`src/rtl/scanner_link_pkg.sv`:
```
// Purpose: shared constants, command codes and FSM state type for the scanner link receiver.
// Latency: n/a (definitions only).
// Backpressure: n/a (definitions only).
package scanner_link_pkg;

    localparam int WORD_W    = 8;
    localparam int BIT_CNT_W = 3;

    localparam logic [WORD_W-1:0] CMD_READY = 8'd2;
    localparam logic [WORD_W-1:0] CMD_START = 8'd3;
    localparam logic [WORD_W-1:0] CMD_FULL  = 8'd4;
    localparam logic [WORD_W-1:0] CMD_DATA  = 8'd7;

    localparam logic [1:0] XFER_NONE  = 2'b00;
    localparam logic [1:0] XFER_START = 2'b01;
    localparam logic [1:0] XFER_HALF  = 2'b10;

    typedef enum logic {
        CMD  = 1'b0,
        DATA = 1'b1
    } rx_state_e;

    // Any word outside this set is a protocol violation while waiting for a command.
    function automatic logic is_known_cmd(input logic [WORD_W-1:0] w);
        return (w == CMD_READY) || (w == CMD_START) || (w == CMD_FULL) || (w == CMD_DATA);
    endfunction

endpackage

```
`src/rtl/link_bit_deserializer.sv`:
```
// Purpose: LSB-first bit assembler with mid-word gap timeout; emits completed 8-bit words.
// Latency: combinational word_vld/word_dat in the cycle the 8th bit is strobed; gap_err on the timeout cycle.
// Backpressure: none; every strobed bit is accepted, the consumer must take each word when offered.
module link_bit_deserializer
    import scanner_link_pkg::*;
#(
    parameter int GAP_TIMEOUT = 8
) (
    input  logic              clk,
    input  logic              rst_n,
    input  logic              bit_vld,
    input  logic              bit_dat,
    output logic              word_vld,
    output logic [WORD_W-1:0] word_dat,
    output logic              gap_err
);

    localparam int GAP_W = $clog2(GAP_TIMEOUT + 1);

    logic [BIT_CNT_W-1:0] cnt_q, cnt_d;
    logic [WORD_W-1:0]    shift_q, shift_d;
    logic [GAP_W-1:0]     gap_q, gap_d;

    // Next-state for bit position, shift register and gap counter; word and timeout strobes.
    always_comb begin
        cnt_d    = cnt_q;
        shift_d  = shift_q;
        gap_d    = gap_q;
        word_vld = 1'b0;
        gap_err  = 1'b0;
        // Shift register with the incoming bit merged in at the current position.
        word_dat          = shift_q;
        word_dat[cnt_q]   = bit_dat;

        if (bit_vld) begin
            gap_d = '0;
            if (cnt_q == BIT_CNT_W'(WORD_W - 1)) begin
                word_vld = 1'b1;
                cnt_d    = '0;
                shift_d  = '0;
            end else begin
                cnt_d   = cnt_q + BIT_CNT_W'(1);
                shift_d = word_dat;
            end
        end else if (cnt_q != '0) begin
            // Only a partially received word can time out; an idle line never does.
            if (gap_q == GAP_W'(GAP_TIMEOUT - 1)) begin
                gap_err = 1'b1;
                cnt_d   = '0;
                shift_d = '0;
                gap_d   = '0;
            end else begin
                gap_d = gap_q + GAP_W'(1);
            end
        end
    end

    // Register deserializer state.
    always_ff @(posedge clk or negedge rst_n) begin
        if (!rst_n) begin
            cnt_q   <= '0;
            shift_q <= '0;
            gap_q   <= '0;
        end else begin
            cnt_q   <= cnt_d;
            shift_q <= shift_d;
            gap_q   <= gap_d;
        end
    end

endmodule

```
`src/rtl/scanner_link_receiver.sv`:
```
// Purpose: scanner link receiver - command decode, data byte capture, buffer fill and scanner handshake.
// Latency: 1 clk from the 8th strobed bit to cmdValid/dataValid/frameErr and updated fill/handshake outputs.
// Backpressure: readyForTransfer drops when the buffer is full or a data byte is pending; bytes into a full buffer are dropped with frameErr.
// Optional: define LINK_RX_STATS_EN to add saturating cmdCount/dataCount/errCount outputs.
module scanner_link_receiver
    import scanner_link_pkg::*;
#(
    parameter int BUF_DEPTH   = 16,
    parameter int HALF_LEVEL  = BUF_DEPTH / 2,
    parameter int GAP_TIMEOUT = 8
) (
    input  logic                       clk,
    input  logic                       rst,
    input  logic                       linkValid,
    input  logic                       linkData,
    input  logic                       dataAck,
    output logic                       cmdValid,
    output logic [7:0]                 cmdCode,
    output logic                       dataValid,
    output logic [7:0]                 dataByte,
    output logic [$clog2(BUF_DEPTH):0] fillLevel,
    output logic                       readyForTransfer,
    output logic [1:0]                 xferCtrl,
    output logic                       frameErr
`ifdef LINK_RX_STATS_EN
    ,
    output logic [15:0]                cmdCount,
    output logic [15:0]                dataCount,
    output logic [7:0]                 errCount
`endif
);

    localparam int FILL_W = $clog2(BUF_DEPTH) + 1;
    localparam logic [FILL_W-1:0] FILL_FULL     = FILL_W'(BUF_DEPTH);
    localparam logic [FILL_W-1:0] FILL_HALF     = FILL_W'(HALF_LEVEL);
    localparam logic [FILL_W-1:0] FILL_HALF_M1  = FILL_W'(HALF_LEVEL - 1);

    logic              word_vld;
    logic [WORD_W-1:0] word_dat;
    logic              gap_err;

    link_bit_deserializer #(
        .GAP_TIMEOUT (GAP_TIMEOUT)
    ) u_deser (
        .clk      (clk),
        .rst_n    (rst),
        .bit_vld  (linkValid),
        .bit_dat  (linkData),
        .word_vld (word_vld),
        .word_dat (word_dat),
        .gap_err  (gap_err)
    );

    rx_state_e         state_q, state_d;
    logic [FILL_W-1:0] fill_q, fill_d;
    logic              cmd_vld_q, cmd_vld_d;
    logic [7:0]        cmd_code_q, cmd_code_d;
    logic              data_vld_q, data_vld_d;
    logic [7:0]        data_byte_q, data_byte_d;
    logic              frame_err_q, frame_err_d;
    logic [1:0]        xfer_q, xfer_d;
    logic              rdy_q, rdy_d;
    logic              start_req;
    logic              byte_in;
    logic              byte_out;

    // Word decode, fill accounting and handshake generation for the next cycle.
    always_comb begin
        state_d     = state_q;
        fill_d      = fill_q;
        cmd_vld_d   = 1'b0;
        cmd_code_d  = cmd_code_q;
        data_vld_d  = 1'b0;
        data_byte_d = data_byte_q;
        frame_err_d = 1'b0;
        xfer_d      = XFER_NONE;
        start_req   = 1'b0;
        byte_in     = 1'b0;

        if (gap_err) begin
            // Partial word discarded; resynchronise on the command stream.
            state_d     = CMD;
            frame_err_d = 1'b1;
        end else if (word_vld) begin
            if (state_q == CMD) begin
                if (is_known_cmd(word_dat)) begin
                    cmd_vld_d  = 1'b1;
                    cmd_code_d = word_dat;
                    start_req  = (word_dat == CMD_START);
                    if (word_dat == CMD_DATA) begin
                        state_d = DATA;
                    end
                end else begin
                    frame_err_d = 1'b1;
                end
            end else begin
                state_d = CMD;
                if (fill_q == FILL_FULL) begin
                    frame_err_d = 1'b1;
                end else begin
                    data_vld_d  = 1'b1;
                    data_byte_d = word_dat;
                    byte_in     = 1'b1;
                end
            end
        end

        // An ack on an empty buffer has nothing to remove.
        byte_out = dataAck && (fill_q != '0);
        case ({byte_in, byte_out})
            2'b10:   fill_d = fill_q + FILL_W'(1);
            2'b01:   fill_d = fill_q - FILL_W'(1);
            default: fill_d = fill_q;
        endcase

        // Start request wins over the half-level notification if both land together.
        if (start_req) begin
            xfer_d = XFER_START;
        end else if ((fill_q == FILL_HALF_M1) && (fill_d == FILL_HALF)) begin
            xfer_d = XFER_HALF;
        end

        rdy_d = (state_d == CMD) && (fill_d < FILL_FULL);
    end

    // Receiver FSM with registered outputs.
    always_ff @(posedge clk or negedge rst) begin
        if (!rst) begin
            state_q     <= CMD;
            fill_q      <= '0;
            cmd_vld_q   <= 1'b0;
            cmd_code_q  <= '0;
            data_vld_q  <= 1'b0;
            data_byte_q <= '0;
            frame_err_q <= 1'b0;
            xfer_q      <= XFER_NONE;
            rdy_q       <= 1'b0;
        end else begin
            state_q     <= state_d;
            fill_q      <= fill_d;
            cmd_vld_q   <= cmd_vld_d;
            cmd_code_q  <= cmd_code_d;
            data_vld_q  <= data_vld_d;
            data_byte_q <= data_byte_d;
            frame_err_q <= frame_err_d;
            xfer_q      <= xfer_d;
            rdy_q       <= rdy_d;
        end
    end

    assign cmdValid         = cmd_vld_q;
    assign cmdCode          = cmd_code_q;
    assign dataValid        = data_vld_q;
    assign dataByte         = data_byte_q;
    assign fillLevel        = fill_q;
    assign readyForTransfer = rdy_q;
    assign xferCtrl         = xfer_q;
    assign frameErr         = frame_err_q;

`ifdef LINK_RX_STATS_EN
    logic [15:0] cmd_count_q, cmd_count_d;
    logic [15:0] data_count_q, data_count_d;
    logic [7:0]  err_count_q, err_count_d;

    // Saturating event counters fed by the registered output pulses.
    always_comb begin
        cmd_count_d  = cmd_count_q;
        data_count_d = data_count_q;
        err_count_d  = err_count_q;
        if (cmd_vld_q && (cmd_count_q != 16'hFFFF)) begin
            cmd_count_d = cmd_count_q + 16'd1;
        end
        if (data_vld_q && (data_count_q != 16'hFFFF)) begin
            data_count_d = data_count_q + 16'd1;
        end
        if (frame_err_q && (err_count_q != 8'hFF)) begin
            err_count_d = err_count_q + 8'd1;
        end
    end

    // Counters clear only on reset.
    always_ff @(posedge clk or negedge rst) begin
        if (!rst) begin
            cmd_count_q  <= '0;
            data_count_q <= '0;
            err_count_q  <= '0;
        end else begin
            cmd_count_q  <= cmd_count_d;
            data_count_q <= data_count_d;
            err_count_q  <= err_count_d;
        end
    end

    assign cmdCount  = cmd_count_q;
    assign dataCount = data_count_q;
    assign errCount  = err_count_q;
`endif

endmodule

```
`config.mk`:
```
export PLATFORM = sky130hd
export DESIGN_NAME = scanner_link_receiver
export DESIGN_NICKNAME = d
export VERILOG_FILES = /design/src/rtl/scanner_link_pkg.sv /design/src/rtl/link_bit_deserializer.sv /design/src/rtl/scanner_link_receiver.sv
export SDC_FILE = /design/constraint.sdc
export NUM_CORES = 1
export LEC_CHECK = 0
export ABC_AREA = 0
export ABC_CLOCK_PERIOD_IN_PS = 4220
export BUFFER_PORTS_ARGS = -buffer_cell sky130_fd_sc_hd__buf_2
export CELL_PAD_IN_SITES_DETAIL_PLACEMENT = 1
export CELL_PAD_IN_SITES_GLOBAL_PLACEMENT = 1
export CORE_UTILIZATION = 44
export DETAILED_ROUTE_END_ITERATION = 6
export GPL_TIMING_DRIVEN = 1
export PLACE_DENSITY_LB_ADDON = 0.1
export SYNTH_ARGS = -nofsm -noshare
export SYNTH_HDL_FRONTEND = slang
export SYNTH_SLANG_ARGS = --single-unit
```
`constraint.sdc`:
```
create_clock -name clk -period 4.22 [get_ports clk]
set_input_delay 0 -clock clk [delete_from_list [all_inputs] [get_ports clk]]
set_output_delay 0 -clock clk [all_outputs]
set_load 0.01 [all_outputs]
```
# Word-level counts from Yosys, hierarchy flattened
# Index checks and enable logic that the tools add are counted.
classes:
  eq_ne: 11
  n_addsub: 4
  n_div: 0
  n_reduce_logical: 14
  bitwise: 4
  mul: 0
  mux: 44
  magnitude_cmp: 3
  n_shift: 0
ops:
  columns: ["operator", "count"]
  rows:
  - ["2-to-1 mux 8 bit", 4]
  - ["2-to-1 mux 1 bit", 28]
  - ["equality test 8 x 2 -> 1 bit (second input constant)", 2]
  - ["equality test 8 x 3 -> 1 bit (second input constant)", 2]
  - ["2-to-1 mux 3 bit", 4]
  - ["2-to-1 mux 4 bit", 3]
  - ["one-hot mux 5 bit (2 select lines)", 1]
  - ["bitwise mux 8 bit", 1]
  - ["AND reduction 4 bit", 2]
  - ["adder 5 x 1 -> 5 bit (second input constant)", 1]
  - ["equality test 5 x 3 -> 1 bit (second input constant)", 1]
  - ["equality test 5 x 4 -> 1 bit (second input constant)", 1]
  - ["equality test 5 bit (second input constant)", 1]
  - ["< comparator 5 bit (second input constant)", 1]
  - ["nonzero test 5 bit", 1]
  - ["subtractor 5 x 1 -> 5 bit (second input constant)", 1]
  - ["adder 4 x 1 -> 4 bit (second input constant)", 1]
  - ["equality test 4 x 3 -> 1 bit (second input constant)", 1]
  - ["logical AND 1 bit", 4]
  - ["< comparator 3 x 4 -> 1 bit (second input constant)", 1]
  - ["2-to-1 mux 2 bit", 2]
  - ["inverter 1 bit", 4]
  - ["nonzero test 2 bit", 2]
  - ["adder 3 x 1 -> 3 bit (second input constant)", 1]
  - ["other kinds (8)", 10]
word_totals:
  latch_bits: 0
  mem_count: 0
  mem_bits_ro: 0
  mem_bits_rw: 0
  word_cells: 92
  register_bits: 43

# Depth between registers and ports, before layout
# Gate-level depths: netlist of the first run.
logic_depth:
  word_depth: 15
  ltp_mapped: 13

# Modules after synthesis
# Synthesis of the first run repeated with hierarchy kept, for this count alone.
hier_totals:
  cells_unflattened: 210
  area_unflattened_um2: 2368.5
by_module_without_submodules:
  columns: ["mod", "cells_per_inst", "area_per_inst_um2", "instances"]
  rows:
  - ["scanner_link_receiver", 106, 1347.5, 1]
  - ["link_bit_deserializer", 104, 1021.0, 1]

# Least setup slack after synthesis of the first run
# No wires, ideal clock.
synth_path:
  path_kind: "reg2reg"
  startpoint: "reg u_deser.cnt_q[1]"
  endpoint: "reg rdy_q (netlist: readyForTransfer)"
  arrival_ns: 3.034
  path_buffers: 2
  setup_ns: 0.088
  path_slack_ns: 1.098
  t_required_ns: 4.132
  period_less_slack_ns: 3.122
  stages_incl_launch_ff: 14
  path_cell_list: "dfrtp_1 -> ha_1 -> ha_1 -> nand2_1 -> or2_2 -> clkbuf_2 -> buf_2 -> ha_1 -> fa_1 -> a21o_1 -> a21oi_1 -> mux2i_1 -> xnor2_1 -> nor3b_1"
synth_between:
  elab_cells_between_ends: 32
  cone_classes: "3 x order compare; 7 x eq/ne; 15 x mux; 1 x bitwise; 6 x reduce/logical"
synth_rtl:
  columns: ["element", "line", "rtl"]
  rows:
  - ["from (decl)", "link_bit_deserializer.sv:20", "logic [BIT_CNT_W-1:0] cnt_q, cnt_d;"]
  - ["from (signal assigned)", "link_bit_deserializer.sv:65", "cnt_q <= cnt_d;"]
  - ["equality test 3 bit", "link_bit_deserializer.sv:37", "if (cnt_q == BIT_CNT_W'(WORD_W - 1)) begin"]
  - ["2-to-1 mux 1 bit", "link_bit_deserializer.sv:37", null]
  - ["2-to-1 mux 1 bit", "link_bit_deserializer.sv:35", "if (bit_vld) begin"]
  - ["2-to-1 mux 1 bit", "scanner_link_receiver.sv:84", "end else if (word_vld) begin"]
  - ["2-to-1 mux 1 bit *", "scanner_link_receiver.sv:80", "if (gap_err) begin"]
  - ["equality test 2 x 1 -> 1 bit or equality test 2 bit (tied branches)", "scanner_link_receiver.sv:110", "case ({byte_in, byte_out})"]
  - ["one-hot mux 5 bit (2 select lines) *", "scanner_link_receiver.sv:110", null]
  - ["net fill_d[4]", "scanner_link_receiver.sv:55", "logic [FILL_W-1:0] fill_q, fill_d;"]
  - ["< comparator 5 bit *", "scanner_link_receiver.sv:123", "rdy_d = (state_d == CMD) && (fill_d < FILL_FULL);"]
  - ["logical AND 1 bit *", "scanner_link_receiver.sv:123", null]
  - ["net rdy_d", "scanner_link_receiver.sv:62", "logic rdy_q, rdy_d;"]
  - ["to (signal assigned)", "scanner_link_receiver.sv:147", "rdy_q <= rdy_d;"]
  - ["to (decl)", "scanner_link_receiver.sv:62", null]
# Mark *: on every way through the listed nets, which the timed path passes. The rest lies on a longest branch.
# A chain may end at the register's enable or synchronous reset.

# Final worst setup path of the first run
layout_path:
  startpoint: "reg u_deser.cnt_q[0]"
  endpoint: "reg xfer_q[1] (netlist: xferCtrl[1])"
layout_between:
  elab_chain_len: 14
  elab_cells_between_ends: 32
  cone_classes: "2 x order compare; 8 x eq/ne; 16 x mux; 6 x reduce/logical"
layout_lines:
  columns: ["element", "line", "rtl"]
  rows:
  - ["< comparator 3 x 4 -> 1 bit (implied by the code) or greater-or-equal comparator 3 x 1 -> 1 bit (tied branches)", "link_bit_deserializer.sv:33", "word_dat[cnt_q] = bit_dat;"]
  - ["logical AND 1 bit (implied by the code)", "link_bit_deserializer.sv:33", null]
  - ["2-to-1 mux 1 bit (implied by the code)", "link_bit_deserializer.sv:33", null]
  - ["demux 1 bit (select 3 bit)", null, null]
  - ["bitwise mux 8 bit", "link_bit_deserializer.sv:33", null]
  - ["equality test 8 x 2 -> 1 bit, on equally long branches", "scanner_link_pkg.sv:25, scanner_link_receiver.sv:89", null]
  - ["logical OR 1 bit (3 in series)", "scanner_link_pkg.sv:25", "return (w == CMD_READY) || (w == CMD_START) || (w == CMD_FULL) || (w == CMD_DATA);"]
  - ["2-to-1 mux 1 bit", "scanner_link_receiver.sv:86", "if (is_known_cmd(word_dat)) begin"]
  - ["2-to-1 mux 1 bit", "scanner_link_receiver.sv:85", "if (state_q == CMD) begin"]
  - ["2-to-1 mux 1 bit", "scanner_link_receiver.sv:84", null]
  - ["2-to-1 mux 1 bit", "scanner_link_receiver.sv:80", null]
  - ["2-to-1 mux 2 bit *", "scanner_link_receiver.sv:117", "if (start_req) begin"]
  - ["net xfer_d[1]", "scanner_link_receiver.sv:61", "logic [1:0] xfer_q, xfer_d;"]
  - ["to (signal assigned)", "scanner_link_receiver.sv:146", "xfer_q <= xfer_d;"]
  - ["to (decl)", "scanner_link_receiver.sv:61", null]
# Marks and branches as above.

==> qor.log, run 1 <==
INFO  outcome        status=completed
INFO  power          ir_worst_vdd=0.277mV
INFO  setup_path     timing.critical_path.required=4470ps
INFO  yosys          fraction_of_the_yosys_area_taken_by_sequential_cells=47.8%
INFO  placement      dpl.hpwl=3550um
INFO  setup_path     crit_top_cell=sky130_fd_sc_hd__ha_1
INFO  setup_path     worst_ep_arrival_time=3920ps
INFO  yosys          synth-compound-area-share=12.9%
INFO  cts            cts_made_buffers=5
INFO  global_routing grt_antenna_before_repair=0
INFO  yosys          synth.lib_cells_used.distinct=46
INFO  die            core.rowCount=25
INFO  drt            ant_nets=0
INFO  yosys          synthesis.yosys.warnings=0
INFO  global_routing grt_first_pass_wirelength=8320um
INFO  sta            finalWorstPathRequiredPeriod=3680ps
INFO  cells_and_area num-nets-final=252
INFO  yosys          synth_top_family_by_area=simple AND/OR/NAND/NOR gates
INFO  cts            clock-root-buffer=sky130_fd_sc_hd__clkbuf_8
INFO  setup_path     timing.critical_path.cells=ha_1 -> ha_1 -> nand2_1 -> or2_2 -> ha_1 -> fa_1 -> a21o_1 -> a21oi_1 -> xnor2_1 -> nor3_1 -> o311a_1
INFO  cts            num_clock_sinks=43
INFO  yosys          yosys.area_share.adder=5.34%
INFO  die            die_y=73.5um
INFO  cells_and_area commonest_cells_after_routing_fill_and_taps_aside=sky130_fd_sc_hd__dfrtp_1 (43), sky130_fd_sc_hd__buf_2 (31), sky130_fd_sc_hd__o21ai_0 (21)
INFO  yosys          post_synth_and_or_nand_nor_area_fraction=16.8%
INFO  cts            clk_latency_worst_skew_pair=300ps
INFO  sta            relSlewSlack=36.7%
INFO  yosys          synth.area.mux_share=10.5%
INFO  cells_and_area final_common_cell=sky130_fd_sc_hd__dfrtp_1
INFO  yosys          synth.avg_cell_area=10.7um^2
INFO  drt            detail_route.first_pass.iterations=4
INFO  sta            timing.final.max_slew_violations=0
INFO  cts            clock_tree.buffer_depth=2
INFO  placement      portBuffers=31
INFO  setup_path     cp.buffers_inverters=0
INFO  yosys          synth.cell_area=0.00225mm^2
INFO  cts            htree_num_levels=2
INFO  drt            dr.first_iter.drc_count=38
INFO  setup_path     critPathSlowestCell=sky130_fd_sc_hd__dfrtp_1
INFO  cts            tritoncts=yes
INFO  power          power_density=594mW/mm^2
INFO  die            design.core.area=0.00482mm^2
INFO  placement      numPlacedInstances=297
INFO  yosys          most_area_consuming_cells_after_synthesis=sky130_fd_sc_hd__dfrtp_1 (48%), sky130_fd_sc_hd__mux2i_1 (5.3%), sky130_fd_sc_hd__o21ai_0 (4.7%), sky130_fd_sc_hd__ha_1 (4.4%), sky130_fd_sc_hd__nand2_1 (3.3%)
INFO  sta            tightest_pin_transition=950ps
INFO  sta            max_freq=272MHz
INFO  sta            setup_total_negative_slack=0ps
INFO  die            initial_utilization=46.7%
INFO  cells_and_area finish.cell_count_without_fillers=306
INFO  setup_path     crit_type=register to register
INFO  global_routing globalRouteOverflowTotal=0
INFO  sta            fin_worst_hold_slack=25.6ps
INFO  setup_path     crit_path_end_kind=register
INFO  cts            postCtsHoldBufs=1
INFO  yosys          synth_xor_area_share=2.72%
INFO  cells_and_area fin_util=53.0%
INFO  die            floorplan.die.width=73.5um
INFO  yosys          synth_area_leader_cell=sky130_fd_sc_hd__dfrtp_1
INFO  yosys          synth_top_area_share=47.8%
INFO  die            fp.dieArea=0.00541mm^2
INFO  die            ios=32
INFO  sta            layout_worst_path_cycle_share=87.2%
INFO  placement      finalWeightedCongestion=0.795
INFO  setup_path     critPathMaxFanout=18
INFO  hold_path      worst_hold_path_type=input port to register
INFO  setup_path     path_delay_family=adder cells
INFO  drt            number_of_vias_in_the_routed_layout=1,668
INFO  cells_and_area areaGrowthSynthToFinish=13.3%
INFO  cts            cts.clk_slew.worst_paths=90ps
INFO  power          p_leak=1.26nW
INFO  yosys          syn_nets=224
INFO  drt            drt-wirelength-per-cell=16.3um
INFO  global_routing track_usage=20.7%
INFO  setup_path     timing.critical_path.from_type=register
INFO  global_routing number_of_global_route_vias_before_repair=1,675
INFO  sta            finClkSkew=15.0ps
INFO  drt            drcViolationCount=0
INFO  sta            report.final.hold_viol_count=0
INFO  sta            setup-violations-final=0
INFO  setup_path     critical_path.max_stage_delay=740ps
INFO  cts            post-cts-setup-buffer-count=0
INFO  global_routing grt_max_degree=44
INFO  yosys          ys_seq_elements=43
INFO  sta            grt_setup_unrepaired=no
INFO  cells_and_area drive_gt1_share=23.8%
INFO  drt            routed_wirelength=4990um
INFO  run            max-cap-violations=0
INFO  drt            vias_per_cell=5.45
INFO  cts            cts_resized=0
INFO  yosys          count_of_mapped_cells_out_of_synthesis=210
INFO  cells_and_area num_antenna_cells=0
## cells in the mapped netlist, drive strengths merged
cell type	count
mux2i	12
dfrtp	43
o31ai	3
or4	1
nor2	11
inv	7
a211o	1
nor3b	3
or3b	2
or3	2
nand4	3
o311a	1
ha	8
o31a	1
o32ai	1
a21oi	7
or2	2
xor2	4
and3	2
a21o	2
nor3	4
clkbuf	6
xnor2	3
fa	1
nor4	1
nand4b	1
a41o	1
nand3b	1
nand2	20
and2	6
and3b	1
nand3	1
mux2	9
a22o	2
o211ai	3
nor2b	4
nand2b	4
buf	5
o21ai	21
## state kept, by name, summed over array words and instances (netlist names), 2 cells and up
name and count:
cmdCode 8, dataByte 8, u_deser.shift_q 8, fillLevel 5, u_deser.gap_q 4, u_deser.cnt_q 3, xferCtrl 2
## worst paths after layout
path                                   from            endpoint  slack (ps)  cells after the start
min reg2reg                     dataByte[1]         dataByte[1]         480                      2
max                        u_deser.cnt_q[0]         xferCtrl[1]         540                     11
max reg2reg                u_deser.cnt_q[0]         xferCtrl[1]         540                     11
min in group asynchronous               rst        fillLevel[1]         380                      2
max in group asynchronous               rst  u_deser.shift_q[1]        3240                      2
min                               linkValid    u_deser.gap_q[2]          30                      2
## metal layers
layer / wire length (um) / GRT usage, %
met5: 0 / 0
met4: 92 / 9.40
met3: 137 / 3.70
met2: 2590 / 35.7
met1: 2170 / 25.3
## through the flow
step	cell area, um^2	total power [W]	worst slack, ps
after global placement	2430	0.00115	807
final	2550	0.00152	541
after detailed placement	2430	0.00120	587
after CTS	2550	0.00153	572
after global routing	2550	0.00162	202
after floorplan	2250	0.00103	1100
## power by group
group / internal [W] / switching [W]
registers: 0.000499 / 0.000129
clock network: 0.000176 / 0.000147
logic: 0.000271 / 0.000294
total: 0.000946 / 0.000570
## area by class of cell
| class | instances | area (um^2) |
|---|---|---|
| Inverter | 7 | 26.3 |
| Tap cell | 67 | 83.8 |
| Fill cell | 552 | 2270 |
| Timing Repair Buffer | 32 | 165 |
| Sequential cell | 43 | 1080 |
| Clock buffer | 5 | 68.8 |
| Clock inverter | 3 | 43.8 |
| Multi-Input combinational cell | 149 | 1090 |
## kinds of logic (layout without fill, tap and decap cells)
logic type | after synthesis | count (layout)
DFF | 43 | 43
adders and majority gates | 9 | 9
AOI/OAI and AO/OA | 43 | 43
buffers and inverters | 18 | 47
and+or+nand+nor | 69 | 69
muxes | 21 | 21
xor gates and xnor gates | 7 | 7
Note: power is estimated with default switching activity, not from simulation.
==> run 2: changes to the inputs <==
ABC_CLOCK_PERIOD_IN_PS = 4400   (was 4220)
CORE_UTILIZATION = 48   (was 44)
clock period = 4.4 ns   (was 4.22 ns; I/O delays follow)
==> qor.log, run 2 (same netlist as run 1, synthesis figures left out) <==
INFO  die            fp.dieArea=0.00497mm^2 [-8.1%]
INFO  setup_path     critPathSlowestCell=sky130_fd_sc_hd__dfrtp_1
INFO  global_routing globalRouteOverflowTotal=0 [unchanged]
INFO  cells_and_area commonest_cells_after_routing_fill_and_taps_aside=sky130_fd_sc_hd__dfrtp_1 (43), sky130_fd_sc_hd__buf_2 (31), sky130_fd_sc_hd__o21ai_0 (21)
INFO  cts            postCtsHoldBufs=1 [unchanged]
INFO  sta            max_freq=269MHz [-0.93%]
INFO  drt            routed_wirelength=5050um [+1.1%]
INFO  setup_path     crit_top_cell=sky130_fd_sc_hd__ha_1
INFO  drt            drt-wirelength-per-cell=17.3um [+6.4%]
INFO  cts            clk_latency_worst_skew_pair=300ps [about the same]
INFO  cells_and_area register_area=0.00108mm^2 [unchanged]
INFO  setup_path     critPathMaxFanout=18 [unchanged]
INFO  sta            tightest_pin_transition=944ps [-5.53 ps]
INFO  sta            timing.final.max_slew_violations=0 [unchanged]
INFO  drt            drcViolationCount=11 [+11]
INFO  power          power_frac_clock=21.9% [+0.6 points]
INFO  cts            tritoncts=yes
INFO  sta            setup-violations-final=0 [unchanged]
INFO  cells_and_area drive_gt1_share=23.8% [unchanged]
INFO  sta            layout_worst_path_cycle_share=84.4% [-2.8 points]
INFO  hold_path      worst_hold_path_type=input port to register
INFO  cts            cts_resized=0 [unchanged]
INFO  cells_and_area final_common_cell=sky130_fd_sc_hd__dfrtp_1
INFO  setup_path     critical_path.max_stage_delay=740ps [about the same]
INFO  power          power_switching_share=37.0% [-0.62 points]
INFO  setup_path     timing.critical_path.required=4610ps [+140 ps]
INFO  placement      finalWeightedCongestion=0.848 [+6.7%]
INFO  die            core.rowCount=24 [-4.0%]
INFO  drt            vias_per_cell=5.70 [+4.6%]
INFO  setup_path     r2r.worst_path.cells=11 [unchanged]
INFO  placement      dpl.hpwl=3590um [+1.1%]
INFO  global_routing grt_max_degree=44 [unchanged]
INFO  setup_path     path_delay_family=adder cells
INFO  cells_and_area multi_input_area=0.00109mm^2 [unchanged]
INFO  setup_path     ff2ff_setup_slack=690ps [+150 ps]
INFO  drt            ant_nets=0 [unchanged]
INFO  power          cellInternalPower=0.000920W [-2.8%]
INFO  cells_and_area fill_cells=499 [-9.6%]
INFO  setup_path     cp.buffers_inverters=0 [unchanged]
INFO  sta            report.final.hold_viol_count=0 [unchanged]
INFO  global_routing grt_first_pass_wirelength=8880um [+6.7%]
INFO  drt            dr.first_iter.drc_count=47 [+24%]
INFO  setup_path     timing.critical_path.from_type=register
INFO  cts            clock_tree.buffer_depth=2 [unchanged]
INFO  cells_and_area areaGrowthSynthToFinish=12.7%
INFO  die            design.core.area=0.00444mm^2 [-7.7%]
INFO  global_routing number_of_global_route_vias_before_repair=1,848 [+10%]
INFO  sta            relSlewSlack=37.1% [+0.37 points]
INFO  cells_and_area num-nets-final=252 [unchanged]
INFO  setup_path     worst_ep_arrival_time=3930ps [about the same]
INFO  cts            htree_num_levels=2 [unchanged]
INFO  setup_path     timing.critical_path.cells=ha_1 -> ha_1 -> nand2_1 -> or2_2 -> ha_1 -> fa_1 -> a21o_1 -> a21oi_1 -> mux2i_1 -> xnor2_1 -> nor3b_1
INFO  hold_path      worst_hold_path.num_cells=2 [unchanged]
INFO  global_routing grt_antenna_before_repair=0 [unchanged]
INFO  sta            setup_total_negative_slack=0ps [unchanged]
INFO  power          p_seq_share=41.3% [about the same]
INFO  cts            cts_made_buffers=5 [unchanged]
INFO  setup_path     crit_type=register to register
INFO  cts            cts.clk_slew.worst_paths=80ps [about the same]
INFO  die            ios=32 [unchanged]
INFO  sta            grt_setup_unrepaired=no
INFO  outcome        violated_checks=design-rule violations
INFO  global_routing track_usage=23.3% [+2.6 points]
INFO  power          p_leak=1.26nW [+0.24%]
INFO  drt            detail_route.first_pass.iterations=6 [+2]
INFO  drt            number_of_vias_in_the_routed_layout=1,659 [-0.54%]
INFO  sta            finClkSkew=5.99ps [-9.03 ps]
INFO  power          power_density=575mW/mm^2 [-3.2%]
INFO  die            initial_utilization=50.6% [+3.9 points]
INFO  placement      portBuffers=31 [unchanged]
INFO  power          power.combinational.fraction=36.8% [-0.4 points]
INFO  setup_path     cp_num_cells=11 [unchanged]
INFO  run            max-cap-violations=0 [unchanged]
INFO  sta            finalWorstPathRequiredPeriod=3710ps [+34.4 ps]
INFO  die            floorplan.die.width=70.5um [-4.1%]
INFO  power          ir_worst_vdd=0.240mV [-13%]
INFO  cells_and_area num_antenna_cells=0 [unchanged]
INFO  die            die_y=70.5um [-4.1%]
INFO  outcome        status=finished with violations
INFO  cts            clock-root-buffer=sky130_fd_sc_hd__clkbuf_8
INFO  setup_path     crit_path_end_kind=register
INFO  cts            post-cts-setup-buffer-count=0 [unchanged]
INFO  cts            num_clock_sinks=43 [unchanged]
INFO  cells_and_area fin_util=57.1% [+4.1 points]
INFO  power          p_switching=0.000540W [-5.3%]
run 2: metrics by stage:
| stage | cell area [um^2] | setup slack (ps) | total power, W | hold slack (ps) | cells |
|---|---|---|---|---|---|
| 6_report | 2540 | 687 | 0.00146 | 10.2 | 291 |
| 5_1_grt | 2540 | 417 | 0.00155 | 45.5 | 291 |
| 4_1_cts | 2540 | 671 | 0.00148 | 18.0 | 291 |
| 3_5_place_dp | 2410 | 788 | 0.00115 | 201 | 282 |
| 3_3_place_gp | 2410 | 982 | 0.00110 | 180 | 282 |
| 2_1_floorplan | 2250 | 1280 | 0.000988 | -296 | 210 |
run 2: final timing paths:
check / start / endpoint
worst min register to register: dataByte[0] / dataByte[0]
worst max register to register: u_deser.cnt_q[0] / readyForTransfer
worst min-delay path: linkValid / u_deser.gap_q[2]
worst max-delay path: u_deser.cnt_q[0] / readyForTransfer
max in group asynchronous: rst / dataByte[0]
min in group asynchronous: rst / u_deser.cnt_q[2]
run 2: cell type report:
cell class / instances / area share [%]
flip-flops and latches: 43 / 42.4
well taps: 52 / 2.56
multi-input cells: 149 / 42.9
repair buffers: 32 / 6.51
clock inverters: 2 / 1.38
clock buffers: 6 / 3.25
inverters: 7 / 1.04
run 2: worst register-to-register path: stages (launching register included):
cell and delay (ps):
sky130_fd_sc_hd__dfrtp_1 740, sky130_fd_sc_hd__ha_1 250, sky130_fd_sc_hd__ha_1 190, sky130_fd_sc_hd__nand2_1 120, sky130_fd_sc_hd__or2_2 460, sky130_fd_sc_hd__ha_1 360, sky130_fd_sc_hd__fa_1 450, sky130_fd_sc_hd__a21o_1 190
sky130_fd_sc_hd__a21oi_1 240, sky130_fd_sc_hd__mux2i_1 280, sky130_fd_sc_hd__xnor2_1 140, sky130_fd_sc_hd__nor3b_1 200
run 2: power groups by stage:
stage               clock network, W  logic (W)  registers (W)
floorplan                          0   0.000406       0.000581
global placement                   0   0.000508       0.000596
detailed placement                 0   0.000538       0.000610
CTS                         0.000329   0.000545       0.000605
global route                0.000338   0.000594       0.000623
finish                      0.000319   0.000537       0.000603
run 2: metal layers:
metal	part of all wire [%]	GRT usage [%]	vias to the layer above	wire, um
met5	0	0	-	0
met4	2.6	10.2	0	133
met3	3.1	4.76	13	157
met2	53	42.5	30	2660
met1	41	26.1	826	2090
li1	-	-	790	-
